$ cat config.mk
export PLATFORM = sky130hd
export DESIGN_NAME = board_io_conditioner
export DESIGN_NICKNAME = d
export VERILOG_FILES = /design/src/rtl/board_io_conditioner.sv
export SDC_FILE = /design/constraint.sdc
export NUM_CORES = 1
export LEC_CHECK = 0
export BUFFER_PORTS_ARGS = -buffer_cell sky130_fd_sc_hd__buf_2
export CORE_UTILIZATION = 30
export CTS_CLUSTER_SIZE = 28
export DETAILED_ROUTE_END_ITERATION = 6
export PLACE_DENSITY = 0.51
export SYNTH_ARGS = -nofsm -noshare
export SYNTH_HDL_FRONTEND = slang
export SYNTH_SLANG_ARGS = --single-unit
$ cat constraint.sdc
create_clock -name clk_i -period 2.15 [get_ports clk_i]
set_clock_uncertainty 0.15 [all_clocks]
set_input_delay 0.3225 -clock clk_i [delete_from_list [all_inputs] [get_ports clk_i]]
set_output_delay 0.3225 -clock clk_i [all_outputs]
set_load 0.005 [all_outputs]
$ cat src/rtl/board_io_conditioner.sv
// Front-end conditioning for board user I/O: reset synchroniser, switch
// synchronisers and per-button synchronise + debounce with press/release pulses.
module board_io_conditioner #(
  parameter int NUM_SW          = 9,
  parameter int NUM_BTN         = 4,
  parameter int SYNC_STAGES     = 2,
  parameter int RST_STAGES      = 2,
  parameter int DEBOUNCE_CYCLES = 500000,
  parameter int BTN_ACTIVE_LOW  = 1
) (
  input  logic               clk_i,
  input  logic               rst_ni,
  input  logic [NUM_SW-1:0]  sw_i,
  input  logic [NUM_BTN-1:0] btn_i,
  output logic               rst_n_sync_o,
  output logic [NUM_SW-1:0]  sw_o,
  output logic [NUM_BTN-1:0] btn_o,
  output logic [NUM_BTN-1:0] btn_press_o,
  output logic [NUM_BTN-1:0] btn_release_o
);

  localparam int CNT_W = $clog2(DEBOUNCE_CYCLES + 1);
  localparam logic BTN_IDLE = (BTN_ACTIVE_LOW != 0);
  localparam logic [CNT_W-1:0] CNT_ONE  = CNT_W'(1);
  localparam logic [CNT_W-1:0] CNT_LAST = CNT_W'(DEBOUNCE_CYCLES - 1);

  typedef enum logic [0:0] {
    ST_STABLE   = 1'b0,
    ST_COUNTING = 1'b1
  } deb_state_e;

  // Per-channel debounce state kept in one struct so checkers can bind to it.
  typedef struct packed {
    deb_state_e       state;
    logic [CNT_W-1:0] cnt;
    logic             btn;
    logic             press;
    logic             rel;
  } deb_t;

  logic [RST_STAGES-1:0]               r_rst_sync;
  logic [SYNC_STAGES-1:0][NUM_SW-1:0]  r_sw_sync;
  logic [SYNC_STAGES-1:0][NUM_BTN-1:0] r_btn_sync;
  logic [NUM_BTN-1:0]                  w_btn_s;

  always_ff @(posedge clk_i or negedge rst_ni) begin
    if (!rst_ni) begin
      r_rst_sync <= '0;
    end else begin
      r_rst_sync <= {r_rst_sync[RST_STAGES-2:0], 1'b1};
    end
  end

  assign rst_n_sync_o = r_rst_sync[RST_STAGES-1];

  always_ff @(posedge clk_i or negedge rst_ni) begin
    if (!rst_ni) begin
      r_sw_sync <= '0;
    end else begin
      r_sw_sync <= {r_sw_sync[SYNC_STAGES-2:0], sw_i};
    end
  end

  assign sw_o = r_sw_sync[SYNC_STAGES-1];

  // Button chains reset to the released level so reset exit looks idle.
  always_ff @(posedge clk_i or negedge rst_ni) begin
    if (!rst_ni) begin
      r_btn_sync <= {SYNC_STAGES{{NUM_BTN{BTN_IDLE}}}};
    end else begin
      r_btn_sync <= {r_btn_sync[SYNC_STAGES-2:0], btn_i};
    end
  end

  // Normalise to 1 = pressed.
  assign w_btn_s = r_btn_sync[SYNC_STAGES-1] ^ {NUM_BTN{BTN_IDLE}};

  for (genvar g = 0; g < NUM_BTN; g++) begin : g_btn
    deb_t r_deb;

    // cnt holds the number of consecutive differing edges already seen, so the
    // state flips on the DEBOUNCE_CYCLES-th such edge.
    always_ff @(posedge clk_i or negedge rst_ni) begin
      if (!rst_ni) begin
        r_deb.state <= ST_STABLE;
        r_deb.cnt   <= '0;
        r_deb.btn   <= 1'b0;
        r_deb.press <= 1'b0;
        r_deb.rel   <= 1'b0;
      end else begin
        r_deb.press <= 1'b0;
        r_deb.rel   <= 1'b0;
        case (r_deb.state)
          ST_STABLE: begin
            r_deb.cnt <= '0;
            if (w_btn_s[g] != r_deb.btn) begin
              if (DEBOUNCE_CYCLES == 1) begin
                r_deb.btn   <= w_btn_s[g];
                r_deb.press <= w_btn_s[g];
                r_deb.rel   <= ~w_btn_s[g];
              end else begin
                r_deb.state <= ST_COUNTING;
                r_deb.cnt   <= CNT_ONE;
              end
            end
          end
          ST_COUNTING: begin
            if (w_btn_s[g] == r_deb.btn) begin
              r_deb.state <= ST_STABLE;
              r_deb.cnt   <= '0;
            end else if (r_deb.cnt == CNT_LAST) begin
              r_deb.state <= ST_STABLE;
              r_deb.cnt   <= '0;
              r_deb.btn   <= w_btn_s[g];
              r_deb.press <= w_btn_s[g];
              r_deb.rel   <= ~w_btn_s[g];
            end else begin
              r_deb.cnt <= r_deb.cnt + CNT_ONE;
            end
          end
          default: begin
            r_deb.state <= ST_STABLE;
            r_deb.cnt   <= '0;
          end
        endcase
      end
    end

    assign btn_o[g]         = r_deb.btn;
    assign btn_press_o[g]   = r_deb.press;
    assign btn_release_o[g] = r_deb.rel;
  end

endmodule

==> results_dict.tcl <==
set metrics [dict create \
    outcome "finished clean" \
    hold_path.class "flop to flop" \
    seq_power_share_pct 44.1 \
    drt_iter0_drc 225 \
    min_period_ps 2050 \
    max_cap_violations 0 \
    ys_types 48 \
    crit_path_max_fanout 4 \
    coreArea_um2 17500 \
    ys_ff_latch 120 \
    power_switching_mw 1.11 \
    antenna_found_initial 0 \
    synthArstFlopShare_pct 100 \
    grt_pass1_vias 3761 \
    crit_family "simple AND/OR/NAND/NOR gates" \
    preCtsSetupSlack_ps 96.5 \
    p_int_mw 4.26 \
    crit_buf_inv 0 \
    syn_avg_cell_area_um2 10.8 \
    path_class "flop to flop" \
    r2r_end "btn_o[0]$_DFFE_PN0P_" \
    layout_commonest_cell "dfrtp_1" \
    final_cell_area_um2 6600 \
    setup_viol_count_final 0 \
    cts_sinks 120 \
    track_usage_pct 12.5 \
    fin_setup_tns_ps 0 \
    min_to "sw_o[4]$_DFF_PN0_" \
    clock_latency_ps 410 \
    r2r_cells 5 \
    end_kind "flop" \
    drive_gt1_share_pct 19.3 \
    grt_max_degree 53 \
    p_clk_share_pct 51.2 \
    hp-start "r_sw_sync[4]$_DFF_PN0_" \
    r2r_setup_slack_ps 100 \
    dieArea_um2 18600 \
    final_nets 582 \
    slowest_stage "or4_4" \
    power.density_nw_per_um2 814 \
    synthCells 503 \
    netlist_area_um2 5420 \
    htreeDepth 4 \
    numCtsBuffers 17 \
    yosys_most_used_dff "dfrtp_1" \
    cts_resized 0 \
    swShare_pct 20.6 \
    initial_core_util_pct 31.0 \
    hold_violations 0 \
    placed_area_um2 5880 \
    ir_drop_mv 0.669 \
    final_cell_mix "dfrtp_1 (112), nor2_1 (71), buf_2 (35)" \
    worstSetupStartpointType "flop" \
    cts_root_buf "clkbuf_16" \
    vias 3748 \
    cp_data_arrival_time_ps 2200 \
    ant_nets 0 \
    die_w_um 136 \
    antenna_cells 0 \
    worstPathRequired_ps 2300 \
    rows 48 \
    area_delta_synth_final_pct 21.8 \
    wl_per_cell_um 13.1 \
    die_h_um 136 \
    rsz0062_at_grt "false" \
    clock_path_buffers 2 \
    whs_ps 198 \
    ys_seq_area_share_pct 55.6 \
    place_hpwl_um 7290 \
    setup_ws_ps 95.7 \
    grt_first_pass_wirelength_um 17900 \
    crit_chain "ha_1 -> and4_4 -> nand3_2 -> or4_4 -> mux2_4" \
    post-route-period-util_pct 95.6 \
    clk_pin_slew_ps 50 \
    max_stage_delay_ps 580 \
    synth_edf_count 0 \
    cts_tree "done" \
    drc 0 \
    io_buffers 36 \
    gp_congestion 0.831 \
    post_cts_buffers 0 \
    hold_depth 0 \
    maxSlewViolCount 0 \
    routed_wl_um 10500 \
    synth_nets 522 \
    r2r-start "g_btn[0].r_deb[4]$_DFF_PN0_" \
    dr.pass1.iters 4 \
    p_comb_share_pct 4.8 \
    synth.yosys.warnings 0 \
    p_leak_nw 2.72 \
    num_io_pins 37 \
    via_per_inst 4.68 \
    grt_overflow 0 \
    max_freq_mhz 487 \
]
## state kept, by name, indices dropped and copies added, names as in the netlist
register,count
sw_o,9
btn_release_o,4
r_rst_sync,2
btn_o,4
btn_press_o,4
g_btn.r_deb,80
r_sw_sync,9
r_btn_sync,8
## worst max-delay path by stage
stage / startpoint / to / slack, ps / depth (start not counted)
floorplan: g_btn[0].r_deb[3]$_DFF_PN0_ / btn_o[0]$_DFFE_PN0P_ / 100 / 5
global route: g_btn[2].r_deb[3]$_DFF_PN0_ / btn_o[2]$_DFFE_PN0P_ / 20 / 6
CTS: g_btn[0].r_deb[4]$_DFF_PN0_ / btn_o[0]$_DFFE_PN0P_ / 100 / 5
finish: g_btn[0].r_deb[4]$_DFF_PN0_ / btn_o[0]$_DFFE_PN0P_ / 100 / 5
detailed placement: g_btn[0].r_deb[4]$_DFF_PN0_ / btn_o[0]$_DFFE_PN0P_ / 100 / 5
global placement: g_btn[0].r_deb[4]$_DFF_PN0_ / btn_o[0]$_DFFE_PN0P_ / 130 / 5
## cell usage after synthesis, drive strengths merged (2+ instances only)
library cell  number  area, um^2
and2               4        25.0
and3               5        31.3
and4               7        63.8
ha                 4        50.1
buf               31         214
nand3             32         165
or2                5        31.3
inv               13        48.8
nor4b              6        73.8
xor2              32         280
clkbuf             4        18.8
o31ai              8        92.6
o21ai             10        50.1
dfstp              8         210
nand4             25         169
or4                9        71.3
xnor2             30         263
mux2i              2        20.0
o22ai              4        25.0
nand2             27         101
or4b               2        20.0
a21oi             12        60.1
nor2              71         267
or3                4        25.0
nor4              14        87.6
nor3              12        60.1
mux2               2        26.3
dfrtp            112        2800
nor2b              2        12.5
## through the flow
stage / total power, mW / cells / utilization, %
floorplan: 2.51 / 503 / -
global placement: 2.64 / 755 / 33.6
detailed placement: 2.65 / 755 / 33.6
CTS: 5.46 / 801 / 37.7
global route: 5.60 / 801 / 37.7
finish: 5.37 / 801 / 37.7
## per-layer routing
layer	share of wire, %	GRT usage (%)	vias to the layer above
met2	47	20.0	55
met5	0	0	-
met1	48	15.6	1827
met4	1.2	4.69	0
met3	3.6	4.14	11
li1	-	-	1855
## logic make-up (layout without fill, tap and decap cells)
logic type / after synthesis / count (layout) / synth area share (%)
AND/OR/NAND/NOR: 229 / 229 / 22.9
multiplexers: 4 / 4 / 0.855
other: 1 / 1 / 0.0692
buffers and inverters: 48 / 121 / 5.20
flip-flops: 120 / 120 / 55.6
adder cells (fa/ha/maj): 4 / 4 / 0.924
AO/OA/AOI/OAI: 35 / 35 / 4.37
XOR/XNOR: 62 / 62 / 10.0
## cell type report
type / count / area, um^2
clock buffer: 29 / 510
inverter: 13 / 48.8
fill: 1696 / 10900
clock inverter: 3 / 65.1
timing repair buffer: 76 / 556
multi-input combinational: 335 / 2120
tap: 225 / 282
sequential: 120 / 3010
## power by group through the flow
stage	Clock [mW]	Sequential, mW	Combinational (mW)
3_5_place_dp	0	2.40	0.243
4_1_cts	2.83	2.37	0.265
6_report	2.75	2.37	0.255
5_1_grt	2.93	2.37	0.294
3_3_place_gp	0	2.40	0.239
2_1_floorplan	0	2.39	0.115
## what timing repair did
item,4_1_cts,5_1_grt
hold buffers,14,0
endpoints found under the setup margin,0,0
endpoints found under the hold margin,36,0
(Power assumes the default switching activity.)
